`config.mk`:
```
export PLATFORM = sky130hd
export DESIGN_NAME = max_pool_stream
export DESIGN_NICKNAME = d
export VERILOG_FILES = /design/src/rtl/max_pool_stream.sv
export SDC_FILE = /design/constraint.sdc
export NUM_CORES = 1
export LEC_CHECK = 0
export BUFFER_PORTS_ARGS = -buffer_cell sky130_fd_sc_hd__buf_2
export CAP_MARGIN = 25
export CORE_MARGIN = 2
export CORE_UTILIZATION = 25
export DETAILED_ROUTE_END_ITERATION = 12
export REMOVE_ABC_BUFFERS = 1
export SYNTH_ARGS = -nofsm -noshare
export SYNTH_HDL_FRONTEND = slang
export SYNTH_SLANG_ARGS = --single-unit
```
`constraint.sdc`:
```
create_clock -name clk -period 9.8 [get_ports clk]
set_input_delay 1.96 -clock clk [delete_from_list [all_inputs] [get_ports clk]]
set_output_delay 1.96 -clock clk [all_outputs]
set_load 0.03 [all_outputs]
```
`src/rtl/max_pool_stream.sv`:
```
// max_pool_stream: streaming 2x2 stride-2 max pool over half floats with a one-row line buffer of pair maxima.
// Define MAXPOOL_RELU_EN to fuse a ReLU onto each pooled result.
module max_pool_stream #(
  parameter int DATA_WIDTH = 16,
  parameter int IH = 28,
  parameter int IW = 28
) (
  input  logic                  clk,
  input  logic                  reset,
  input  logic [DATA_WIDTH-1:0] in_data,
  input  logic                  in_valid,
  output logic                  in_ready,
  output logic [DATA_WIDTH-1:0] out_data,
  output logic                  out_valid,
  input  logic                  out_ready,
  output logic                  out_last,
  output logic                  frame_done
);
  localparam int OH = IH / 2;
  localparam int OW = IW / 2;
  localparam int RW = $clog2(IH + 1);
  localparam int CW = $clog2(IW + 1);
  localparam int IDX = OW > 1 ? $clog2(OW) : 1;
  typedef enum logic [1:0] {ROW_EVEN, ROW_ODD, ROW_DROP} state_t;
  state_t state_q, state_d;
  logic [RW-1:0] row_q, row_d;
  logic [CW-1:0] col_q, col_d;
  logic [IDX-1:0] idx;
  logic [DATA_WIDTH-1:0] hold_q, hold_d, out_q, out_d, pair, win, res;
  logic [DATA_WIDTH-1:0] lb_q [OW];
  logic vld_q, vld_d, last_q, last_d, done_q, done_d;
  logic acc, last_col, eof, produce, lb_we;

  function automatic logic [DATA_WIDTH-1:0] key(input logic [DATA_WIDTH-1:0] x);
    return x[DATA_WIDTH-1] ? ~x : x | {1'b1, {(DATA_WIDTH-1){1'b0}}};
  endfunction

  // a is the earlier-arriving operand and is kept on equal keys
  function automatic logic [DATA_WIDTH-1:0] fmax(input logic [DATA_WIDTH-1:0] a, input logic [DATA_WIDTH-1:0] b);
    return key(b) > key(a) ? b : a;
  endfunction

  assign in_ready = !vld_q || out_ready;

  always_comb begin
    acc = in_valid && in_ready;
    last_col = col_q == CW'(IW - 1);
    idx = IDX'(col_q >> 1);
    pair = fmax(hold_q, in_data);
    win = fmax(lb_q[idx], pair);
`ifdef MAXPOOL_RELU_EN
    res = win[DATA_WIDTH-1] ? '0 : win;
`else
    res = win;
`endif
    eof = state_q == ROW_DROP || (state_q == ROW_ODD && row_q == RW'(IH - 1));
    produce = acc && state_q == ROW_ODD && col_q[0];
    lb_we = acc && state_q == ROW_EVEN && col_q[0];
    hold_d = acc && !col_q[0] ? in_data : hold_q;
    col_d = acc ? (last_col ? '0 : col_q + 1'b1) : col_q;
    row_d = acc && last_col ? (eof ? '0 : row_q + 1'b1) : row_q;
    state_d = state_q;
    if (acc && last_col)
      state_d = eof ? ROW_EVEN : state_q == ROW_EVEN ? ROW_ODD : row_q == RW'(IH - 2) ? ROW_DROP : ROW_EVEN;
    vld_d = produce || (vld_q && !out_ready);
    out_d = produce ? res : out_q;
    last_d = produce ? (row_q == RW'(2 * OH - 1) && col_q == CW'(2 * OW - 1)) : vld_q && out_ready ? 1'b0 : last_q;
    done_d = vld_q && out_ready && last_q;
  end

  always_ff @(posedge clk or posedge reset)
    if (reset) begin
      state_q <= ROW_EVEN;
      row_q <= '0;
      col_q <= '0;
      hold_q <= '0;
      out_q <= '0;
      vld_q <= 1'b0;
      last_q <= 1'b0;
      done_q <= 1'b0;
      for (int i = 0; i < OW; i++) lb_q[i] <= '0;
    end else begin
      state_q <= state_d;
      row_q <= row_d;
      col_q <= col_d;
      hold_q <= hold_d;
      out_q <= out_d;
      vld_q <= vld_d;
      last_q <= last_d;
      done_q <= done_d;
      if (lb_we) lb_q[idx] <= pair;
    end

  assign out_data = out_q;
  assign out_valid = vld_q;
  assign out_last = last_q;
  assign frame_done = done_q;
endmodule

```
==> results by group <==
Run status
  – Status: finished, final reports clean

STA
  – Setup_tns: 0 ps
  – Final WS setup: 3169 ps
  – FMAX: 150.8 MHz
  – Number of setup violations in the final report: 0
  – Period utilisation layout: 67.66%
  – Worst-Margin Slew: 1015 ps
  – Count of pins over their slew limit: 0
  – RSZ-0062 raised after global routing: false
  – Max-slew headroom: 32.32%
  – Min cycle time layout: 6631 ps
  – Fin. Hold Viols: 0
  – Worst-case clock skew: 22.64 ps

Worst hold path
  – Hold path start: lb_q[13]$_DFFE_PP0P_
  – Worst hold-check path type: reg -> reg

Routing
  – Iteration-0 DRC Markers: 669
  – Total length of routed wires: 33860 microns
  – DR vias/cell: 4.665
  – Pre-antenna DRT Iters: 4
  – DRC violations left: 0
  – Vias: 9223
  – Routed len/inst: 17.13 microns
  – ANT nets after route: 0

Setup path
  – Reg2reg setup slack: 4000 ps
  – Reg2reg start: hold_q[15]$_DFFE_PP0P_
  – R2R Path End: out_data[10]$_DFFE_PP0P_
  – Peak fanout along the critical path: 31
  – Register-to-Register Path Depth: 15
  – Worst path arrival time: 7080 ps
  – Critical Path End: out_data[10]$_DFFE_PP0P_
  – Crit. End Element: flop
  – Critical Path RT: 10250 ps
  – Crit path from: in_data[15]
  – Worst setup SP type: input pin
  – Critical Setup Path Class: in -> reg

Clocking
  – Clock Sink Count: 271
  – Post-CTS sizing: 0
  – Post-CTS Setup Inserts: 0
  – Maximum level of the CTS H-tree: 1
  – Clock Latency Late Sink: 560 ps
  – Clock root cell: clkbuf_16
  – CTS Buf Count: 29
  – CTS tree: yes
  – CTS clk-pin slew, worst paths: 60 ps
  – Hold-fix buffers, CTS: 0
  – CTS max path bufs: 3

Placed design
  – IO buf count: 39
  – Routability cong.: 0.7819
  – Hpwl dp: 21450 microns
  – Place WS: 2589 ps

GRT
  – Number of global-route vias before repair: 9216
  – Met1 Use GR: 16.46%
  – Largest net degree at the start of global routing: 170
  – First-pass GRT wire length: 54100 microns
  – Met3 usage: 1.591%
  – Total GRT Usage: 12.08%
  – Initial antenna violation count: 0
  – GRT Max-Usage Layer: met2
  – Total congestion overflow: 0
  – Met2 Use GR: 20.31%

Layout
  – Fin util: 29.02%
  – Post-synthesis to final-layout area growth: 14.69%
  – Fin nets: 1313
  – N_diodes: 0
  – Most common cell after layout, fill and taps aside: dfrtp_1
  – Share of layout cells above drive strength 1: 26.39%
  – Commonest non-fill, non-tap cells in the layout: 269 x dfrtp_1, 205 x nor2_1, 118 x a21oi_1

Power
  – Final Power: 6159 uW
  – PwrDens: 393.6 nW/um^2
  – Highest ir drop seen on vdd: 0.0002460 V
  – Leakage: 0.006511 uW

Die
  – Die H: 237.6 microns
  – Total core area: 53920 sq um
  – Die area: 56460 sq um
  – Die X-Extent: 237.6 microns
  – Starting density of the core: 25.30%
  – Num ports: 40
  – Row count: 85

Synthesis
  – Mapped Area: 13640 sq um
  – Post-synth EDFFs: 0
  – Synth Flop Type: dfrtp_1
  – Synth Register Bits: 271
  – Ys async rst share: 100.0%
  – Syn Inst Count: 1248
  – Post-synthesis sequential area ratio: 49.70%
  – Syn avg cell area: 10.93 sq um
  – Yosys warnings: 0
  – Count of different cell masters after synthesis: 49

Flow run
  – Max Cap Viol: 0
cell type report:
type,instances,area (sq um)
clock buffer,45,875.8
clock inverter,9,135.1
fill,5442,38270
inverter,8,37.54
multi-input combinational,869,6400
sequential,271,6787
tap,696,870.8
timing repair buffer,79,543.0
through the flow:
| stage | cell area (sq um) | hold WS, ps | std cells |
|---|---|---|---|
| finish | 15650 | 479.4 | 1977 |
| global route | 15650 | 501.5 | 1977 |
| CTS | 15620 | 479.3 | 1975 |
| detailed placement | 14610 | 465.1 | 1921 |
| global placement | 14580 | 456.3 | 1920 |
| floorplan | 13130 | 438.5 | 1148 |
how the worst min path moves through the flow:
stage	to	cells past startpoint	slack [ps]
after floorplan	row_q[4]$_DFFE_PP0P_	1	440
after global placement	lb_q[1]$_DFFE_PP0P_	2	460
after detailed placement	lb_q[13]$_DFFE_PP0P_	2	470
after CTS	lb_q[13]$_DFFE_PP0P_	2	480
after global routing	lb_q[21]$_DFFE_PP0P_	2	500
final	lb_q[13]$_DFFE_PP0P_	2	480
state kept, by name, indices dropped and copies added, names as in the netlist:
| name | count |
|---|---|
| out_data | 16 |
| col_q | 5 |
| out_valid | 1 |
| state_q | 2 |
| out_last | 1 |
| frame_done | 1 |
| lb_q | 224 |
| hold_q | 16 |
| row_q | 5 |
logic make-up after synthesis:
kind of cell,after synthesis,share of synthesized area [%]
buffers and inverters,108,3.971
AOI/OAI and AO/OA,309,15.21
adders and majority gates,35,3.210
and+or+nand+nor,367,11.90
xor gates and xnor gates,61,3.916
DFF,271,49.70
muxes,97,12.09
where the power goes:
group	switching [uW]	internal, uW
clock network	452	693
logic	1700	1290
registers	387	1640
worst max-delay path, stage by stage:
cell	delay (ps)
buf_2	400
xor2_1	140
ha_1	330
nand4_1	190
nor4_2	340
o21ai_1	150
a31oi_4	760
mux2i_4	340
buf_4	400
xor2_1	130
ha_1	330
nand4_1	190
a2111o_1	450
a31oi_1	190
nand2b_1	410
o221ai_1	350
cell usage after synthesis (3+ instances only):
| cell type | instances | area share, % |
|---|---|---|
| a21oi_1 | 118 | 4.3 |
| a21oi_2 | 100 | 6.4 |
| a22oi_1 | 18 | 0.99 |
| buf_1 | 5 | 0.14 |
| buf_2 | 37 | 1.4 |
| buf_6 | 11 | 0.91 |
| clkbuf_1 | 45 | 1.2 |
| dfrtp_1 | 271 | 50 |
| ha_1 | 35 | 3.2 |
| inv_1 | 8 | 0.22 |
| mux2_2 | 32 | 2.6 |
| mux2i_1 | 7 | 0.51 |
| mux2i_2 | 10 | 1.0 |
| mux4_2 | 48 | 7.9 |
| nand2_1 | 104 | 2.9 |
| nand2b_1 | 8 | 0.37 |
| nand3_1 | 9 | 0.33 |
| nand4_1 | 7 | 0.32 |
| nor2_1 | 205 | 5.6 |
| nor2b_1 | 4 | 0.18 |
| nor3_1 | 3 | 0.11 |
| nor3_2 | 5 | 0.37 |
| nor4_2 | 4 | 0.37 |
| nor4_4 | 3 | 0.47 |
| o21ai_0 | 34 | 1.2 |
| o21ai_1 | 11 | 0.40 |
| o221ai_1 | 16 | 1.0 |
| o31ai_1 | 3 | 0.17 |
| xnor2_1 | 18 | 1.2 |
| xor2_1 | 43 | 2.8 |
routing by layer:
layer	up-vias	share of wire, %
li1	4390	-
met1	4598	46
met2	184	47
met3	51	4.2
met4	0	2.4
met5	-	0
(Power assumes the default switching activity.)
